===== src/rtl/logic_unit_pipe_pkg.sv =====
// Shared definitions for the logic_unit_pipe slice: function-select encoding.
package logic_unit_pipe_pkg;

    typedef enum logic [2:0] {
        OP_AND    = 3'd0,
        OP_OR     = 3'd1,
        OP_NAND   = 3'd2,
        OP_NOR    = 3'd3,
        OP_XOR    = 3'd4,
        OP_XNOR   = 3'd5,
        OP_IMPLY  = 3'd6,
        OP_NIMPLY = 3'd7
    } op_t;

endpackage


===== src/rtl/logic_unit_pipe_logic_func.sv =====
// Combinational eight-way bitwise Boolean function of two WIDTH-bit operands.
module logic_func
    import logic_unit_pipe_pkg::*;
#(
    parameter int WIDTH = 4
) (
    input  logic [WIDTH-1:0] a,
    input  logic [WIDTH-1:0] b,
    input  op_t              op,
    output logic [WIDTH-1:0] s
);

    always_comb begin
        // NOTE: default first so no path through the case can infer a latch.
        s = '0;
        unique case (op)
            OP_AND:    s = a & b;
            OP_OR:     s = a | b;
            OP_NAND:   s = ~(a & b);
            OP_NOR:    s = ~(a | b);
            OP_XOR:    s = a ^ b;
            OP_XNOR:   s = ~(a ^ b);
            OP_IMPLY:  s = ~a | b;
            OP_NIMPLY: s = a & ~b;
        endcase
    end

endmodule


===== src/rtl/logic_unit_pipe.sv =====
// Registered bitwise logic unit with valid/ready handshakes and a packet
// accumulate mode that folds several beats into a single result.
module logic_unit_pipe
    import logic_unit_pipe_pkg::*;
#(
    parameter int               WIDTH    = 4,
    parameter int               CNT_W    = 4,
    parameter logic [WIDTH-1:0] ACC_INIT = '0
) (
    input  logic             clk,
    input  logic             rst,
    input  logic             in_valid,
    output logic             in_ready,
    input  logic [WIDTH-1:0] in_a,
    input  logic [WIDTH-1:0] in_b,
    input  logic [2:0]       in_op,
    input  logic             in_acc,
    input  logic             in_last,
    output logic             out_valid,
    input  logic             out_ready,
    output logic [WIDTH-1:0] out_s,
    output logic [CNT_W-1:0] out_count
);

    localparam logic [CNT_W-1:0] CNT_MAX = '1;

    logic [WIDTH-1:0] acc_q;
    logic [CNT_W-1:0] cnt_q;
    logic [CNT_W-1:0] cnt_inc;
    logic [WIDTH-1:0] func_a;
    logic [WIDTH-1:0] func_s;
    logic             accept;

    // The output register can take a new beat whenever it is empty or being drained.
    assign in_ready = !out_valid || out_ready;
    assign accept   = in_valid && in_ready;
    assign func_a   = in_acc ? acc_q : in_a;
    assign cnt_inc  = (cnt_q == CNT_MAX) ? cnt_q : cnt_q + CNT_W'(1);

    logic_func #(
        .WIDTH (WIDTH)
    ) u_func (
        .a  (func_a),
        .b  (in_b),
        .op (op_t'(in_op)),
        .s  (func_s)
    );

    // NOTE: non-blocking assignments for all state so every register samples pre-edge values.
    always_ff @(posedge clk) begin
        if (rst) begin
            out_valid <= 1'b0;
            out_s     <= '0;
            out_count <= '0;
            acc_q     <= ACC_INIT;
            cnt_q     <= '0;
        end else begin
            if (out_valid && out_ready) begin
                out_valid <= 1'b0;
            end
            // A later assignment to out_valid overrides the pop, keeping it high on push+pop.
            if (accept) begin
                if (!in_acc) begin
                    out_s     <= func_s;
                    out_count <= CNT_W'(1);
                    out_valid <= 1'b1;
                end else if (!in_last) begin
                    acc_q <= func_s;
                    cnt_q <= cnt_inc;
                end else begin
                    out_s     <= func_s;
                    out_count <= cnt_inc;
                    out_valid <= 1'b1;
                    acc_q     <= ACC_INIT;
                    cnt_q     <= '0;
                end
            end
        end
    end

endmodule


===== config.mk =====
export PLATFORM = sky130hd
export DESIGN_NAME = logic_unit_pipe
export DESIGN_NICKNAME = d
export VERILOG_FILES = /design/src/rtl/logic_unit_pipe_pkg.sv /design/src/rtl/logic_unit_pipe_logic_func.sv /design/src/rtl/logic_unit_pipe.sv
export SDC_FILE = /design/constraint.sdc
export NUM_CORES = 1
export LEC_CHECK = 0
export BUFFER_PORTS_ARGS = -buffer_cell sky130_fd_sc_hd__buf_2
export CORE_MARGIN = 3
export CORE_UTILIZATION = 35
export CTS_BUF_LIST = sky130_fd_sc_hd__clkbuf_4 sky130_fd_sc_hd__clkbuf_8 sky130_fd_sc_hd__clkbuf_16
export DETAILED_ROUTE_END_ITERATION = 8
export PLACE_DENSITY_LB_ADDON = 0.3
export SLEW_MARGIN = 10
export SYNTH_ARGS = -nofsm -noshare
export SYNTH_HDL_FRONTEND = slang
export SYNTH_HIERARCHICAL = 1
export SYNTH_SLANG_ARGS = --single-unit

===== constraint.sdc =====
create_clock -name clk -period 3.5 [get_ports clk]
set_clock_uncertainty 0.15 [all_clocks]
set_input_delay 0.7 -clock clk [delete_from_list [all_inputs] [get_ports clk]]
set_output_delay 0.7 -clock clk [all_outputs]
set_load 0.05 [all_outputs]

Word level (Yosys, flattened, before mapping)
Index checks and enable logic that the tools add are counted.
- bits in registers: 17
- output and inout port bits: 10
- word-level logic and storage cells: 45
- input port bits: 17
- bitwise logic cells: 10
- equality and inequality tests: 9
- muxes and demuxes: 13
- $add $sub $neg: 1
- reductions and logical operators: 7
- operator list (operator ; number):
    $mux 4 ; 8
    $pmux 4 s8 ; 1
    $not 4->4 ; 5
    $eq 3x3->1 const B ; 4
    $and 4x4->4 ; 2
    $or 4x4->4 ; 2
    $eq 3x2->1 const B ; 2
    $add 4x1->4 const B ; 1
    $eq 4x4->1 const B ; 1
    $mux 1 ; 4
    $reduce_and 2->1 ; 2
    $xor 4x4->4 ; 1
    $eq 3x1->1 const B ; 1
    $logic_not 3->1 ; 1
    $logic_and 1x1->1 ; 2
    $ne 2x1->1 const B ; 1
    $logic_not 1->1 ; 1
    $logic_or 1x1->1 ; 1

Depth between registers and ports, before layout
Gate-level depths: netlist of the first run.
- word-level depth: 6
- gate-level depth with buffers: 9
- gate-level depth less buffers: 8

Hierarchy
The synthesis of the first run kept the hierarchy.
- modules (own cells, without submodules) (module ; sequential area each (µm²) ; instances ; cells each ; area an instance (µm²)):
    logic_unit_pipe ; 340.3 ; 1 ; 88 ; 804.5
    logic_func ; 0.0 ; 1 ; 57 ; 461.7

Worst setup path after synthesis of the first run
Ideal clock, no wire load.
- path type: input-to-reg
- start point: input port in_acc
- end point: register acc_q[2]
- library setup time: 0.129 ns
- path buffers: 1
- arrival time: 2.124 ns
- stages: 9
- data required time: 3.221 ns
- path slack: 1.097 ns
- cells stage by stage: buf_2 mux2_2 inv_1 ha_1 xor2_1 o22ai_1 nor3b_2 a22oi_1 nor2_1
- longest elaborated chain between the ends: 5
- elaborated cells between the ends (all ways): 13
- those cells by class: mux (3); bitwise (9); reduce/logical (1)
- RTL lines (what ; line ; text):
    start, declared ; logic_unit_pipe.sv:17 ; input logic in_acc,
    $mux 4 (*) ; logic_unit_pipe.sv:37 ; assign func_a = in_acc ? acc_q : in_a;
    via func_a[2] ; logic_unit_pipe.sv:30 ; logic [WIDTH-1:0] func_a;
    $not 4->4 (tied with other cells) ; logic_unit_pipe_logic_func.sv:23 ; OP_IMPLY: s = ~a | b;
    $or 4x4->4 (tied with other cells) ; logic_unit_pipe_logic_func.sv:23 ;
    $pmux 4 s8 (*) ; logic_unit_pipe_logic_func.sv:16 ; unique case (op)
    via func_s[2] ; logic_unit_pipe.sv:31 ; logic [WIDTH-1:0] func_s;
    $mux 4 (*) ; logic_unit_pipe.sv:67 ; end else if (!in_last) begin
    end signal, assigned ; logic_unit_pipe.sv:68 ; acc_q <= func_s;
    end, declared ; logic_unit_pipe.sv:27 ; logic [WIDTH-1:0] acc_q;
The timed path passes the listed nets; every way through them passes the cells marked *.
A chain may end at the register's enable or synchronous reset.

Worst setup path after layout of the first run
- start point: input port in_acc
- end point: register acc_q[1]
Same word-level chain as after synthesis.

==> results.json, run 1 <==
{
  "status": "completed",
  "syn_inst": 145,
  "grt_antenna_before_repair": 0,
  "rows": 21,
  "core_um2": 3416,
  "cts_buffers": 3,
  "worstSetupEndpointType": "register",
  "synthXorXnorAreaFrac_pct": 6.225,
  "worst_slack_ps": 1181,
  "wl_met1_um": 1172,
  "dr_wl_met2_um": 1381,
  "crit_fanout": 12,
  "route.antenna.remaining_nets": 0,
  "r2r-start": "acc_q[1]",
  "cp-endpoint": "acc_q[1]",
  "crit_required_ps": 3580,
  "arrival_ps": 2400,
  "io-pin-count": 27,
  "routed_wl_um": 2691,
  "setup_viol": 0,
  "async_flop_share_pct": 0,
  "power_switching_uw": 145.7,
  "drt_iter0_markers": 54,
  "clk_pin_slew_ps": 100,
  "synth.area.top_cells": "dfxtp_1 27%, ha_1 13%, a21oi_1 5.5%",
  "rsz0062_at_grt": "false",
  "total_power_uw": 448.5,
  "clkLatencyLatePin_ps": 280,
  "vias_per_cell": 4.977,
  "crit_type": "in2reg",
  "fmax_mhz": 431.2,
  "synth_top_area_cell": "dfxtp_1",
  "ys_seq_area_share_pct": 26.88,
  "holdWs_ps": 305.5,
  "maxCapViolCount": 0,
  "cts_tree": "built",
  "ir_worst_vdd_mv": 0.08642,
  "synthFlopType": "dfxtp_1",
  "reg2reg_slack_ps": 1630,
  "grt_pass1_wl_um": 4526,
  "track_usage_pct": 13.30,
  "min_period_ps": 2319,
  "synth-warning-count": 6,
  "drive_gt1_share_pct": 28.57,
  "place_ws_ps": 885.3,
  "grt_max_degree": 18,
  "overflow": 0,
  "clkPwrFrac_pct": 25.3,
  "combPwrFrac_pct": 28.8,
  "syn_area_um2": 1266,
  "ys_ff_latch": 17,
  "relSlewSlack_pct": 77.18,
  "netlist.area_leader.share_pct": 26.88,
  "dp_hpwl_um": 2125,
  "pwr-share-seq_pct": 46.0,
  "synthMuxAreaShare_pct": 5.237,
  "switching_share_pct": 32.48,
  "syn-num-nets": 175,
  "wl_per_cell_um": 12.57,
  "vias": 1065,
  "start_util_pct": 37.07,
  "syn2layout_area_growth_pct": 12.65,
  "die-area_um2": 4375,
  "h-tree-depth": 1,
  "synthSimpleGateAreaFrac_pct": 27.17,
  "fin_cells": 214,
  "power_density_nw_per_um2": 314.4,
  "postCtsSetupRepairBufs": 0,
  "post-route-drc-count": 0,
  "synth_top_family_by_area": "simple AND/OR/NAND/NOR gates",
  "tightestPinTransition_ps": 342.3,
  "yosysMostFrequentCell": "dfxtp_1",
  "gp_congestion": 0.7701,
  "synth_compound_area_share_pct": 14.43,
  "met3_length_um": 113,
  "cts-root-buf": "clkbuf_4",
  "maxSlewViolCount": 0,
  "dieHeight_um": 66.15,
  "r2r_end": "acc_q[1]",
  "rr_worst_depth": 8,
  "final_nets": 199,
  "cts-resized-gates": 0,
  "top_layer_used": "met4",
  "port_buffers": 26,
  "cts.sinks": 17,
  "synth-edff-count": 0,
  "ctsHoldBuffers": 0,
  "min_path_type": "reg2reg",
  "synth_adder_area_share_pct": 12.85,
  "p_leak_uw": 0.0006241,
  "die_w_um": 66.15,
  "antennaDiodeCount": 0,
  "avgSynthCellArea_um2": 8.733,
  "dr.pass1.iters": 4,
  "dp.cells": 210,
  "hold_violations": 0,
  "finalSetupTns_ps": 0,
  "cts_buffer_depth": 2,
  "critPathLaunchType": "primary input",
  "critPathLaunch": "in_acc",
  "grt_pass1_vias": 1077,
  "power.internal_uw": 302.8,
  "synth_common_cells": "17 x dfxtp_1, 16 x nand2_1, 14 x a21oi_1",
  "yosysUniqueCellTypes": 34,
  "fin_crit_sh_pct": 66.26
}
how the worst min path moves through the flow:
stage | start | end | slack [ps] | cells after the start
finish | out_count[2] | out_count[2] | 310 | 2
global route | out_s[1] | out_s[1] | 340 | 2
CTS | out_count[2] | out_count[2] | 310 | 2
detailed placement | out_s[2] | out_s[2] | 300 | 2
global placement | out_count[2] | out_count[2] | 290 | 2
floorplan | cnt_q[1] | cnt_q[1] | 310 | 2
routing by layer:
| layer | GRT usage, % | vias to the layer above |
|---|---|---|
| met3 | 2.211 | 4 |
| met5 | 0 | - |
| met2 | 24.91 | 20 |
| li1 | - | 542 |
| met4 | 3.807 | 0 |
| met1 | 15.21 | 499 |
metrics by stage:
step,util (%),cell area (um^2)
3_3_place_gp,40.88,1396
2_1_floorplan,-,1266
6_report,41.76,1426
4_1_cts,41.76,1426
3_5_place_dp,40.88,1396
5_1_grt,41.76,1426
area by class of cell:
type                       instances  area [um^2]
inverter                           9        33.78
tap                               46        57.56
multi-input combinational        112        834.6
fill                             384         1989
clock buffer                       4        30.03
timing repair buffer              26        130.1
sequential                        17        340.3
state kept, by name (all words and copies together) (netlist names):
signal,cells
acc_q,4
cnt_q,4
out_valid,1
out_count,4
out_s,4
kinds of logic after synthesis:
kind of cell,Yosys count
XOR/XNOR,9
buffers and inverters,16
AO/OA/AOI/OAI,28
AND/OR/NAND/NOR,56
flip-flops,17
adder cells (fa/ha/maj),13
multiplexers,6
power by group through the flow:
stage / Sequential (uW) / Clock [uW] / Combinational (uW)
after floorplan: 230 / 0 / 81.8
after global placement: 210 / 0 / 125
after detailed placement: 211 / 0 / 131
after CTS: 206 / 115 / 131
after global routing: 207 / 124 / 144
final: 206 / 113 / 129
layout by cell type (no fill, tap or decap), types with 4 or more instances in the layout:
cell type  count
buf_2         26
dfxtp_1       17
nand2_1       16
a21oi_1       14
ha_1          13
nand3_1        8
inv_1          8
nor2_1         7
nand2b_2       5
xnor2_1        5
mux2_2         4
nand2b_1       4
a22oi_1        4
clkbuf_4       4
xor2_1         4
o22ai_1        4
or2b_1         4
nor3b_2        4
critical path: stages:
cell and delay, ps:
buf_2 250, mux2_2 410, inv_1 70, ha_1 230, xor2_1 140, o22ai_1 120, nor3b_2 260, a22oi_1 120
nor2_1 90
(Power assumes the default switching activity.)
==> run 2, diff against run 1 <==
clock period = 1.86 ns   (was 3.5 ns; I/O delays follow)
==> results.json, run 2 (synthesized netlist as in run 1, its figures left out) <==
{
  "gp_congestion": 0.7921,
  "power_switching_uw": 274.1,
  "relSlewSlack_pct": 78.05,
  "cpPeakStageDelay_ps": 350,
  "place_ws_ps": -237.3,
  "pwr-share-seq_pct": 45.3,
  "die_w_um": 66.15,
  "grt_antenna_before_repair": 0,
  "grt_pass1_wl_um": 4643,
  "maxSlewViolCount": 0,
  "ir_worst_vdd_mv": 0.3689,
  "overflow": 0,
  "cts_tree": "built",
  "dr.pass1.iters": 4,
  "route.antenna.remaining_nets": 0,
  "total_power_uw": 857.3,
  "power.internal_uw": 583.3,
  "power_density_nw_per_um2": 569.1,
  "crit_chain": "buf_2 > mux2_4 > inv_4 > ha_4 > xor2_1 > o22ai_1 > nor3b_2 > a22oi_1 > nor2_1",
  "routed_wl_um": 2709,
  "hold_violations": 0,
  "grt_max_degree": 18,
  "crit_cells": 9,
  "track_usage_pct": 13.42,
  "final_nets": 202,
  "start_util_pct": 37.07,
  "path_delay_family": "simple AND/OR/NAND/NOR gates",
  "maxCapViolCount": 0,
  "p_leak_uw": 0.0006541,
  "arrival_ps": 1900,
  "critPathLaunchType": "primary input",
  "grt_pass1_vias": 1053,
  "rsz0062_at_grt": "true",
  "combPwrFrac_pct": 30.8,
  "cts-root-buf": "clkbuf_4",
  "syn2layout_area_growth_pct": 18.97,
  "min_period_ps": 1831,
  "cts_buffers": 3,
  "core_um2": 3416,
  "layout_commonest_cell": "buf_2",
  "clk_pin_slew_ps": 90,
  "tightestPinTransition_ps": 329.2,
  "crit_fanout": 5,
  "crit_slowest_cell": "mux2_4",
  "vias": 1061,
  "die-area_um2": 4375,
  "switching_share_pct": 31.97,
  "drt_iter0_markers": 33,
  "h-tree-depth": 1,
  "crit_type": "in2reg",
  "drive_gt1_share_pct": 34.50,
  "crit_buf_inv": 2,
  "worstHoldPathCells": 2,
  "cts.sinks": 17,
  "io-pin-count": 27,
  "port_buffers": 26,
  "wl_per_cell_um": 12.48,
  "setup_viol": 0,
  "fmax_mhz": 546.2,
  "clkLatencyLatePin_ps": 280,
  "vias_per_cell": 4.889,
  "dp_hpwl_um": 2144,
  "final_util_pct": 44.10,
  "worstSetupEndpointType": "register",
  "min_path_type": "in2reg",
  "mostFrequentLayoutCells": "26 x buf_2, 16 x nand2_1, 15 x dfxtp_1",
  "cts_buffer_depth": 2,
  "antennaDiodeCount": 0,
  "rows": 21,
  "post-route-drc-count": 0,
  "dieHeight_um": 66.15,
  "rr_worst_depth": 8,
  "worst_slack_ps": 29.06,
  "crit_required_ps": 1930,
  "finalSetupTns_ps": 0,
  "status": "completed",
  "clkPwrFrac_pct": 23.8,
  "fin_crit_sh_pct": 98.44
}
==> run 2: changes by cell type in the layout (fill, tap and decap cells not counted), sizes merged <==
cell,before,now
buf,26,29
==> run 2: layer usage <==
layer	track usage (%)	share of wire (%)
met5	0	0
met4	4.569	0.92
met3	1.020	3.5
met2	23.79	51
met1	16.91	45
==> run 2: final cells by class <==
| cell class | count | area (um^2) |
|---|---|---|
| clock buffers | 4 | 30.03 |
| fillers | 356 | 1909 |
| inverters | 9 | 36.28 |
| multi-input cells | 112 | 887.1 |
| flip-flops and latches | 17 | 342.8 |
| well taps | 46 | 57.56 |
| repair buffers | 29 | 152.6 |
==> run 2: power by group through the flow <==
stage,registers (uW),clock network [uW],logic (uW)
after floorplan,434,0,164
after global placement,396,0,248
after detailed placement,397,0,257
after CTS,388,214,258
after global routing,391,230,293
final,389,204,264
==> run 2: path summary, 6_finish.rpt <==
| check | start | endpoint | slack [ps] |
|---|---|---|---|
| min | rst | acc_q[1] | 290 |
| max reg2reg | acc_q[0] | acc_q[0] | 30 |
| max | in_acc | acc_q[0] | 30 |
| min reg2reg | out_count[2] | out_count[2] | 310 |
==> run 2: stage by stage <==
stage | hold WS, ps | instance area (um^2) | std cells
detailed placement | 295.6 | 1439 | 212
finish | 293.1 | 1506 | 217
floorplan | 307.6 | 1309 | 145
CTS | 285.6 | 1469 | 216
global placement | 289.4 | 1439 | 212
global route | 307.4 | 1506 | 217
==> run 2: what timing repair did <==
item | 4_1_cts | 5_1_grt
setup endpoints to repair | 0 | 7
setup buffers | 0 | 1
hold buffers | 0 | 0
gates resized for setup | 0 | 7
hold endpoints to repair | 0 | 0
